File: config.mk
export PLATFORM = sky130hd
export DESIGN_NAME = mips_cpu_muldiv
export DESIGN_NICKNAME = d
export VERILOG_FILES = /design/src/rtl/mips_cpu_muldiv_pkg.sv /design/src/rtl/mips_cpu_muldiv_step.sv /design/src/rtl/mips_cpu_muldiv.sv
export SDC_FILE = /design/constraint.sdc
export NUM_CORES = 1
export LEC_CHECK = 0
export ABC_AREA = 1
export ABC_CLOCK_PERIOD_IN_PS = 2700
export CAP_MARGIN = 10
export CORE_ASPECT_RATIO = 0.5
export CORE_UTILIZATION = 35
export DETAILED_ROUTE_END_ITERATION = 8
export SYNTH_ARGS = -nofsm -noshare
export SYNTH_HDL_FRONTEND = slang
export SYNTH_SLANG_ARGS = --single-unit
File: constraint.sdc
create_clock -name clk -period 2.7 [get_ports clk]
set_input_delay 0.81 -clock clk [delete_from_list [all_inputs] [get_ports clk]]
set_output_delay 0.81 -clock clk [all_outputs]
set_load 0.03 [all_outputs]
File: src/rtl/mips_cpu_muldiv_pkg.sv
`default_nettype none
// ============================================================================
//  Module   : mips_cpu_muldiv_pkg
//  Brief    : Shared types and arithmetic helpers for the iterative MDU.
//  Revision : 1.0
// ============================================================================
package mips_cpu_muldiv_pkg;

    // Widest intermediate handled by the helpers (a full 2*WIDTH product, WIDTH <= 64)
    localparam int MDU_XMAX = 128;

    typedef enum logic [2:0] {
        MDU_MULT  = 3'd0,
        MDU_MULTU = 3'd1,
        MDU_DIV   = 3'd2,
        MDU_DIVU  = 3'd3,
        MDU_MTHI  = 3'd4,
        MDU_MTLO  = 3'd5,
        MDU_NOP6  = 3'd6,
        MDU_NOP7  = 3'd7
    } mdu_op_t;

    typedef enum logic [1:0] {
        ST_IDLE = 2'd0,
        ST_RUN  = 2'd1,
        ST_FIX  = 2'd2
    } mdu_state_t;

    // Two's-complement negation; callers zero-extend into and truncate out of MDU_XMAX bits
    function automatic logic [MDU_XMAX-1:0] neg_w(input logic [MDU_XMAX-1:0] v);
        return (~v) + {{(MDU_XMAX-1){1'b0}}, 1'b1};
    endfunction

    // Magnitude helper: negates v when its (caller-supplied) sign flag is set
    function automatic logic [MDU_XMAX-1:0] abs_w(input logic [MDU_XMAX-1:0] v, input logic neg);
        return neg ? neg_w(v) : v;
    endfunction

endpackage
`default_nettype wire

File: src/rtl/mips_cpu_muldiv_step.sv
`default_nettype none
// ============================================================================
//  Module   : mips_cpu_muldiv_step
//  Brief    : One combinational MDU iteration retiring BITS_PER_CYCLE bits:
//             unsigned shift-add multiply or restoring divide.
//  Revision : 1.0
// ============================================================================
module mips_cpu_muldiv_step #(
    parameter int WIDTH          = 32,
    parameter int BITS_PER_CYCLE = 1
) (
    input  logic             is_div_i,   // 1: divide step, 0: multiply step
    input  logic [WIDTH-1:0] acc_i,      // product high half / partial remainder
    input  logic [WIDTH-1:0] mq_i,       // multiplier / dividend, shifting out
    input  logic [WIDTH-1:0] opnd_i,     // multiplicand / divisor magnitude
    output logic [WIDTH-1:0] acc_o,
    output logic [WIDTH-1:0] mq_o
);

    // Unrolled chain of single-bit steps; mq collects product low bits or quotient bits
    always_comb begin
        logic [WIDTH:0]   sum;
        logic [WIDTH+1:0] diff;
        logic [WIDTH-1:0] acc;
        logic [WIDTH-1:0] mq;
        acc  = acc_i;
        mq   = mq_i;
        sum  = '0;
        diff = '0;
        for (int i = 0; i < BITS_PER_CYCLE; i++) begin
            if (is_div_i) begin
                // Remainder stays below the divisor (or below 2^WIDTH for a zero
                // divisor), so a non-negative trial always fits in WIDTH bits.
                diff = {1'b0, acc, mq[WIDTH-1]} - {2'b00, opnd_i};
                if (!diff[WIDTH+1]) begin
                    acc = diff[WIDTH-1:0];
                end else begin
                    acc = {acc[WIDTH-2:0], mq[WIDTH-1]};
                end
                mq = {mq[WIDTH-2:0], ~diff[WIDTH+1]};
            end else begin
                sum = {1'b0, acc} + (mq[0] ? {1'b0, opnd_i} : {(WIDTH+1){1'b0}});
                acc = sum[WIDTH:1];
                mq  = {sum[0], mq[WIDTH-1:1]};
            end
        end
        acc_o = acc;
        mq_o  = mq;
    end

endmodule
`default_nettype wire

File: src/rtl/mips_cpu_muldiv.sv
`default_nettype none
// ============================================================================
//  Module   : mips_cpu_muldiv
//  Brief    : Iterative MULT/MULTU/DIV/DIVU unit with architectural HI/LO,
//             plus MTHI/MTLO writes. Magnitude datapath with final sign fix.
//  Revision : 1.0
// ============================================================================
module mips_cpu_muldiv
    import mips_cpu_muldiv_pkg::*;
#(
    parameter int WIDTH          = 32,
    parameter int BITS_PER_CYCLE = 1
) (
    input  logic             clk,
    input  logic             reset_n,
    input  logic             start,
    input  logic [2:0]       op,
    input  logic [WIDTH-1:0] a,
    input  logic [WIDTH-1:0] b,
    output logic             busy,
    output logic             done,
    output logic [WIDTH-1:0] hi,
    output logic [WIDTH-1:0] lo
);

    localparam int ITER = WIDTH / BITS_PER_CYCLE;
    localparam int CW   = $clog2(ITER + 1);
    localparam int W2   = 2 * WIDTH;

    localparam logic [CW-1:0] C_ITER = CW'(ITER);
    localparam logic [CW-1:0] C_ONE  = CW'(1);

    localparam logic [1:0] S_IDLE = ST_IDLE;
    localparam logic [1:0] S_RUN  = ST_RUN;
    localparam logic [1:0] S_FIX  = ST_FIX;

    logic [1:0]       state_q, state_d;
    logic [CW-1:0]    cnt_q, cnt_d;
    logic [WIDTH-1:0] acc_q, acc_d;
    logic [WIDTH-1:0] mq_q, mq_d;
    logic [WIDTH-1:0] opnd_q, opnd_d;
    logic             is_div_q, is_div_d;
    logic             neg_lo_q, neg_lo_d;   // product sign, or quotient sign
    logic             neg_hi_q, neg_hi_d;   // remainder sign (dividend sign)
    logic [WIDTH-1:0] hi_q, hi_d;
    logic [WIDTH-1:0] lo_q, lo_d;
    logic             done_q, done_d;

    mdu_op_t          w_op;
    logic             w_op_div;
    logic             w_op_signed;
    logic             w_sa;
    logic             w_sb;
    logic [WIDTH-1:0] w_mag_a;
    logic [WIDTH-1:0] w_mag_b;
    logic [WIDTH-1:0] w_step_acc;
    logic [WIDTH-1:0] w_step_mq;
    logic [W2-1:0]    w_prod_fix;
    logic [WIDTH-1:0] w_quo_fix;
    logic [WIDTH-1:0] w_rem_fix;

    assign w_op        = mdu_op_t'(op);
    assign w_op_div    = (w_op == MDU_DIV)  || (w_op == MDU_DIVU);
    assign w_op_signed = (w_op == MDU_MULT) || (w_op == MDU_DIV);
    assign w_sa        = w_op_signed & a[WIDTH-1];
    assign w_sb        = w_op_signed & b[WIDTH-1];

    // Unsigned WIDTH-bit magnitudes; the most-negative value maps exactly to 2^(WIDTH-1)
    assign w_mag_a = WIDTH'(abs_w(MDU_XMAX'(a), w_sa));
    assign w_mag_b = WIDTH'(abs_w(MDU_XMAX'(b), w_sb));

    // Sign-corrected results applied in FIX
    assign w_prod_fix = W2'(abs_w(MDU_XMAX'({acc_q, mq_q}), neg_lo_q));
    assign w_quo_fix  = WIDTH'(abs_w(MDU_XMAX'(mq_q), neg_lo_q));
    assign w_rem_fix  = WIDTH'(abs_w(MDU_XMAX'(acc_q), neg_hi_q));

    mips_cpu_muldiv_step #(
        .WIDTH          (WIDTH),
        .BITS_PER_CYCLE (BITS_PER_CYCLE)
    ) u_step (
        .is_div_i (is_div_q),
        .acc_i    (acc_q),
        .mq_i     (mq_q),
        .opnd_i   (opnd_q),
        .acc_o    (w_step_acc),
        .mq_o     (w_step_mq)
    );

    // Next-state: accept requests in IDLE, iterate in RUN, sign-fix and write HI/LO in FIX
    always_comb begin
        state_d  = state_q;
        cnt_d    = cnt_q;
        acc_d    = acc_q;
        mq_d     = mq_q;
        opnd_d   = opnd_q;
        is_div_d = is_div_q;
        neg_lo_d = neg_lo_q;
        neg_hi_d = neg_hi_q;
        hi_d     = hi_q;
        lo_d     = lo_q;
        done_d   = 1'b0;
        case (state_q)
            S_IDLE: begin
                if (start) begin
                    case (w_op)
                        MDU_MULT, MDU_MULTU, MDU_DIV, MDU_DIVU: begin
                            state_d  = S_RUN;
                            cnt_d    = C_ITER;
                            acc_d    = '0;
                            is_div_d = w_op_div;
                            if (w_op_div) begin
                                mq_d     = w_mag_a;
                                opnd_d   = w_mag_b;
                                // Divide-by-zero keeps the all-ones quotient unnegated
                                neg_lo_d = (w_sa ^ w_sb) && (b != '0);
                                neg_hi_d = w_sa;
                            end else begin
                                mq_d     = w_mag_b;
                                opnd_d   = w_mag_a;
                                neg_lo_d = w_sa ^ w_sb;
                                neg_hi_d = 1'b0;
                            end
                        end
                        MDU_MTHI: hi_d = a;
                        MDU_MTLO: lo_d = a;
                        default:  ;
                    endcase
                end
            end
            S_RUN: begin
                acc_d = w_step_acc;
                mq_d  = w_step_mq;
                cnt_d = cnt_q - C_ONE;
                if (cnt_q == C_ONE) begin
                    state_d = S_FIX;
                end
            end
            S_FIX: begin
                if (is_div_q) begin
                    hi_d = w_rem_fix;
                    lo_d = w_quo_fix;
                end else begin
                    {hi_d, lo_d} = w_prod_fix;
                end
                done_d  = 1'b1;
                state_d = S_IDLE;
            end
            default: state_d = S_IDLE;
        endcase
    end

    // State and datapath registers; reset aborts any op in flight
    always_ff @(posedge clk or negedge reset_n) begin
        if (!reset_n) begin
            state_q  <= S_IDLE;
            cnt_q    <= '0;
            acc_q    <= '0;
            mq_q     <= '0;
            opnd_q   <= '0;
            is_div_q <= 1'b0;
            neg_lo_q <= 1'b0;
            neg_hi_q <= 1'b0;
            hi_q     <= '0;
            lo_q     <= '0;
            done_q   <= 1'b0;
        end else begin
            state_q  <= state_d;
            cnt_q    <= cnt_d;
            acc_q    <= acc_d;
            mq_q     <= mq_d;
            opnd_q   <= opnd_d;
            is_div_q <= is_div_d;
            neg_lo_q <= neg_lo_d;
            neg_hi_q <= neg_hi_d;
            hi_q     <= hi_d;
            lo_q     <= lo_d;
            done_q   <= done_d;
        end
    end

    assign busy = (state_q != S_IDLE);
    assign done = done_q;
    assign hi   = hi_q;
    assign lo   = lo_q;

endmodule
`default_nettype wire
# --- Word-level counts from Yosys, hierarchy flattened ---
# Cells that the tools add are included.
classes:
  n_addsub: 8
  multipliers: 0
  div_mod_pow: 0
  magnitude_cmp: 0
  n_eq_ne: 13
  shift: 0
  muxes: 35
  n_bitwise: 9
  n_reduce_logical: 15
ops:
  columns: ["operator", "n"]
  rows:
  - ["32-bit two-way mux", 20]
  - ["32-bit case mux with 2 select lines", 4]
  - ["32-bit by 1-bit adder with 32-bit output (second input constant)", 4]
  - ["32-bit inverter", 4]
  - ["64-bit by 1-bit adder with 64-bit output (second input constant)", 1]
  - ["64-bit two-way mux", 1]
  - ["64-bit inverter", 1]
  - ["33-bit by 32-bit subtractor with 34-bit output", 1]
  - ["32-bit by 33-bit adder with 33-bit output", 1]
  - ["32-bit nonzero test", 1]
  - ["3-bit AND reduction", 5]
  - ["6-bit two-way mux", 2]
  - ["6-bit case mux with 2 select lines", 1]
  - ["3-bit by 2-bit == test with 1-bit output (second input constant)", 2]
  - ["3-bit == test (second input constant)", 2]
  - ["6-bit by 1-bit == test with 1-bit output (second input constant)", 1]
  - ["2-bit two-way mux", 3]
  - ["2-bit by 1-bit != test with 1-bit output (second input constant)", 3]
  - ["2-bit nonzero test", 3]
  - ["6-bit by 1-bit subtractor with 6-bit output (second input constant)", 1]
  - ["2-bit != test (second input constant)", 2]
  - ["2-bit case mux with 2 select lines", 1]
  - ["4-bit OR reduction", 1]
  - ["3-bit by 1-bit == test with 1-bit output (second input constant)", 1]
  - ["10 further kinds", 14]
word_totals:
  register_bits: 172
  latch_bits: 0
  mem_bits_rw: 0
  romBits: 0
  input_bits: 70
  elab_cells: 91
  mem_count: 0

# --- Longest topological paths before layout ---
depth:
  ltp_word: 8
  ltp_mapped: 22
  mapped_depth_nobuf: 20

# --- Modules after synthesis ---
# Synthesis repeated with hierarchy kept, for this count alone.
hier_totals:
  cells_unflattened: 3208
  hier_area_um2: 18625.4
by_module_without_submodules:
  columns: ["mod", "instances", "cells_each", "area_per_inst_um2", "seq_area_each_um2"]
  rows:
  - ["mips_cpu_muldiv", 1, 1936, 12472.0, 4304.1]
  - ["mips_cpu_muldiv_step", 1, 1272, 6153.4, 0.0]

# --- Worst setup path after synthesis ---
# OpenSTA, ideal clock, no wires.
synth_timing:
  path_kind: "register to register"
  startpoint: "reg mq_q[0]"
  endpoint: "reg acc_q[25]"
  setup_time_ns: 0.117
  arrival_time_ns: 2.452
  required_ns: 2.583
  path_slack_ns: 0.132
  stages_incl_launch_ff: 22
  synth_period_minus_slack_ns: 2.568
  cell_sequence: "dfrtp_1 > buf_2 > clkbuf_1 > nand2_1 > inv_1 > ha_1 > inv_1 > fa_1 > inv_1 > nand3_1 > nand3_1 > nand2_1 > nand2_1 > nand2_1 > nand2_1 > nand2_1 > nand3_1 > nand3_1 > nand2_1 > inv_1 > nand2_1 > nand2_1"
synth_via:
  elab_chain_cells: 4
synth_lines:
  columns: ["element", "line", "rtl"]
  rows:
  - ["from (decl)", "mips_cpu_muldiv.sv:40", "logic [WIDTH-1:0] mq_q, mq_d;"]
  - ["from (signal assigned)", "mips_cpu_muldiv.sv:170", "mq_q <= mq_d;"]
  - ["32-bit two-way mux", "mips_cpu_muldiv_step.sv:42", "sum = {1'b0, acc} + (mq[0] ? {1'b0, opnd_i} : {(WIDTH+1){1'b0}});"]
  - ["32-bit by 33-bit adder with 33-bit output", "mips_cpu_muldiv_step.sv:42", null]
  - ["32-bit two-way mux", "mips_cpu_muldiv_step.sv:31", "if (is_div_i) begin"]
  - ["32-bit case mux with 2 select lines", "mips_cpu_muldiv.sv:102", "case (state_q)"]
  - ["to (signal assigned)", "mips_cpu_muldiv.sv:157", "acc_q <= '0;"]
  - ["to (signal assigned)", "mips_cpu_muldiv.sv:169", "acc_q <= acc_d;"]
  - ["to (decl)", "mips_cpu_muldiv.sv:39", "logic [WIDTH-1:0] acc_q, acc_d;"]
# Every way passes these cells.
# A chain may end at the register's enable or synchronous reset.

# --- Worst setup path after layout ---
layout_timing:
  startpoint: "in a[1]"
  endpoint: "reg mq_q[15]"
layout_via:
  elab_chain_cells: 7
layout_lines:
  columns: ["element", "line", "rtl"]
  rows:
  - ["from (decl)", "mips_cpu_muldiv.sv:18", "input logic [WIDTH-1:0] a,"]
  - ["32-bit inverter", "mips_cpu_muldiv_pkg.sv:31", "return (~v) + {{(MDU_XMAX-1){1'b0}}, 1'b1};"]
  - ["32-bit by 1-bit adder with 32-bit output", "mips_cpu_muldiv_pkg.sv:31", null]
  - ["32-bit two-way mux", "mips_cpu_muldiv_pkg.sv:36", "return neg ? neg_w(v) : v;"]
  - ["32-bit two-way mux", "mips_cpu_muldiv.sv:111", "if (w_op_div) begin"]
  - ["32-bit two-way mux", "mips_cpu_muldiv.sv:105", "case (w_op)"]
  - ["32-bit two-way mux", "mips_cpu_muldiv.sv:104", "if (start) begin"]
  - ["32-bit case mux with 2 select lines", "mips_cpu_muldiv.sv:102", null]
# Every way passes these cells. The select of a mux whose other input is x is not followed.

==> impl_metrics.csv <==
group,metric,value,unit
outcome,status,"finished with violations",
outcome,violations,"setup timing",
logic_synthesis,synth_area_per_cell,5.74,um^2
floorplanning,fp.dieW,324,um
flow_run,cap_violations,0,
logic_synthesis,netlist_area,0.0182,mm^2
cells_and_area,nets,3830,
sta,fin_crit_sh,1.00,
floorplanning,start_util,0.358,
floorplanning,num_rows,58,
cells_and_area,fin_util,0.489,
setup_path,cpMaxStageDelayCell,"o211ai_1",
sta,clock_skew,19.8,ps
logic_synthesis,yosysMostFrequentCell,"nand2_1",
clock_network,cts-root-buf,"clkbuf_16",
clock_network,cts-buffers-inserted,17,
placement,placement.io_buffers,135,
sta,whs,323,ps
cells_and_area,fin_cells,4392,
detailed_routing,route.detailed.drc,0,
sta,finalHoldViolCount,0,
detailed_routing,drt-initial-drc-count,3075,
sta,rsz0062_at_grt,"yes",
logic_synthesis,yosysTopAreaCellShare,0.237,
cells_and_area,syn_to_final_growth,36.6,%
power,ir_drop,975,uV
logic_synthesis,synthTopCellsByCount,"956 x nand2_1, 434 x inv_1, 399 x nor2_1, 359 x nand3_1, 181 x a21oi_1",
global_route,antenna_found_initial,2,
setup_path,endpoint_kind,"flip-flop",
sta,setup_ws,-9.91,ps
global_route,gr-usage-all-layers,0.384,
detailed_routing,viasPerCell,5.44,
power,p_leak,0.0126,uW
detailed_routing,antenna_left,0,
setup_path,worstPathRequired,3040,ps
clock_network,cts_tree,"yes",
logic_synthesis,yosys-top-cells-area,"dfrtp_1 24%, nand2_1 20%, nand3_1 9.9%",
sta,tightest_slew,744,ps
logic_synthesis,ys_ff_latch,172,
logic_synthesis,yosysTopAreaCell,"dfrtp_1",
global_route,grt_overflow,0,
setup_path,critPathMaxFanout,4,
placement,dp_hpwl,85600,um
sta,setup_violations,1,
setup_path,crit_chain,"clkdlybuf4s50_1, inv_2, buf_4, nand4_1, inv_1, nand2_1, nand2_1, o21ai_0, nand2_1, nand2_1, o211ai_1, a21oi_1",
logic_synthesis,synth_fp_nets,3303,
setup_path,critPathBufInv,4,
global_route,grt_max_degree,75,
placement,gp_congestion,1.04,
logic_synthesis,ys_types,51,
detailed_routing,wl,103000,um
clock_network,cts.path.max_buffers,2,
cells_and_area,num-fill-cells,5474,
setup_path,path_class,"in -> reg",
floorplanning,dieArea,0.0529,mm^2
floorplanning,die_h,163,um
setup_path,crit_family,"buffers and inverters",
logic_synthesis,synth_cells,3161,
clock_network,cts_max_level,4,
sta,slew-limit-headroom,0.502,
global_route,grt_pass1_wl,146000,um
logic_synthesis,synth-seq-area-share,0.237,
sta,post-route-min-period,2710,ps
floorplanning,core,0.0507,mm^2
sta,slew_viol_final,0,
clock_network,clk_latency,480,ps
logic_synthesis,synth_flop_cell,"dfrtp_1",
detailed_routing,vias,23888,
global_route,grt_pass1_vias,21882,
hold_path,holdCritPathClass,"in -> async",
sta,fmax,0.369,GHz
cells_and_area,drive_above_1_share,0.180,
detailed_routing,dr.pass1.iters,6,
placement,place_inst,4347,
logic_synthesis,synth_edf_count,0,
detailed_routing,wire_per_inst,23.4,um
setup_path,cpMostUsedCell,"nand2_1",
setup_path,cp.arrival,3050,ps
floorplanning,io_pins,136,
setup_path,cp_slowest_stage_delay,520,ps
clock_network,clkTransAtPathRegs,90,ps
power,powerDensity,1390,mW/mm^2
clock_network,cts.sinks,172,
setup_path,worstSetupStartpointType,"input pin",
logic_synthesis,async_flop_share,1.00,
logic_synthesis,yosysWarnings,0,
## routing by layer
layer,GRT usage,up-vias,part of all wire
li1,-,11279,-
met1,0.558,11340,0.46
met2,0.561,1119,0.41
met3,0.0914,148,0.10
met4,0.107,2,0.028
met5,0,-,0.0011
## layout make-up
cell class                      instances  area (um^2)  area share
Tap cell                              690          863      0.0348
Inverter                              447         1680      0.0679
Antenna cell                            1         2.50    0.000101
Clock inverter                         13          164     0.00661
Multi-Input combinational cell       2446        12200       0.492
Clock buffer                           19          453      0.0183
Sequential cell                       172         4320       0.174
Timing Repair Buffer                  604         5110       0.206
## stage by stage
step                      setup WS (ps)  cell area [um^2]  TNS (ps)  power [uW]
after global routing              -71.9             24800      -181       36900
after CTS                          1.40             24300         0       32900
after detailed placement           -490             23600    -11520       30100
after floorplan                     132             18200         0       19000
after global placement             -496             23600     -9880       30000
final                             -9.91             24800     -9.91       34600
## cell usage in the layout (no fill, tap or decap), drive strengths merged, types with 27 or more instances in the layout
cell and count:
clkdlybuf4s50 133, o21ai 192, nor2 408, a21oi 184
nand4 57, dfrtp 172, inv 449, buf 469
nand3 362, nand2 965, nor3 27, xor2 34
ha 70
## flip-flops by register name, indices dropped and copies added, names as in the netlist
| register | flops |
|---|---|
| acc_q | 32 |
| hi | 32 |
| lo | 32 |
| mq_q | 32 |
| opnd_q | 32 |
| cnt_q | 6 |
| state_q | 2 |
| done | 1 |
| is_div_q | 1 |
| neg_hi_q | 1 |
| neg_lo_q | 1 |
## logic make-up (layout without fill, tap and decap cells)
logic type               after synthesis  after routing  synth area share
flip-flops                           172            172             0.237
AO/OA/AOI/OAI                        480            480             0.148
AND/OR/NAND/NOR                     1850           1852             0.429
XOR/XNOR                              42             42            0.0203
other                                  0              1                 0
buffers and inverters                545           1083             0.115
adder cells (fa/ha/maj)               72             72            0.0504
## power breakdown
group | internal [uW] | total, uW | switching, uW
logic | 9730 | 26100 | 16400
clock network | 1380 | 2740 | 1360
registers | 3920 | 5680 | 1760
## path summary, 6_finish.rpt
check | cells after the start | end | slack, ps | startpoint
setup / recovery | 12 | mq_q[15]$_DFFE_PN0P_ | -10 | a[1]
hold / removal | 2 | mq_q[12]$_DFFE_PN0P_ | 320 | reset_n
setup reg to reg | 13 | hi[30]$_DFFE_PN0P_ | 70 | mq_q[0]$_DFFE_PN0P_
hold reg to reg | 2 | lo[1]$_DFFE_PN0P_ | 490 | lo[1]$_DFFE_PN0P_
max in group asynchronous | 2 | opnd_q[16]$_DFFE_PN0P_ | 1870 | reset_n
min in group clk | 2 | lo[1]$_DFFE_PN0P_ | 490 | lo[1]$_DFFE_PN0P_
## repair_timing
| action | in CTS | in global routing |
|---|---|---|
| pin swaps | 1 | 9 |
| endpoints found under the setup margin | 33 | 52 |
| hold buffers | 0 | 0 |
| setup buffers | 0 | 9 |
| gates resized for setup | 12 | 119 |
| cloned | 0 | 3 |
Note: power is estimated with default switching activity, not from simulation.
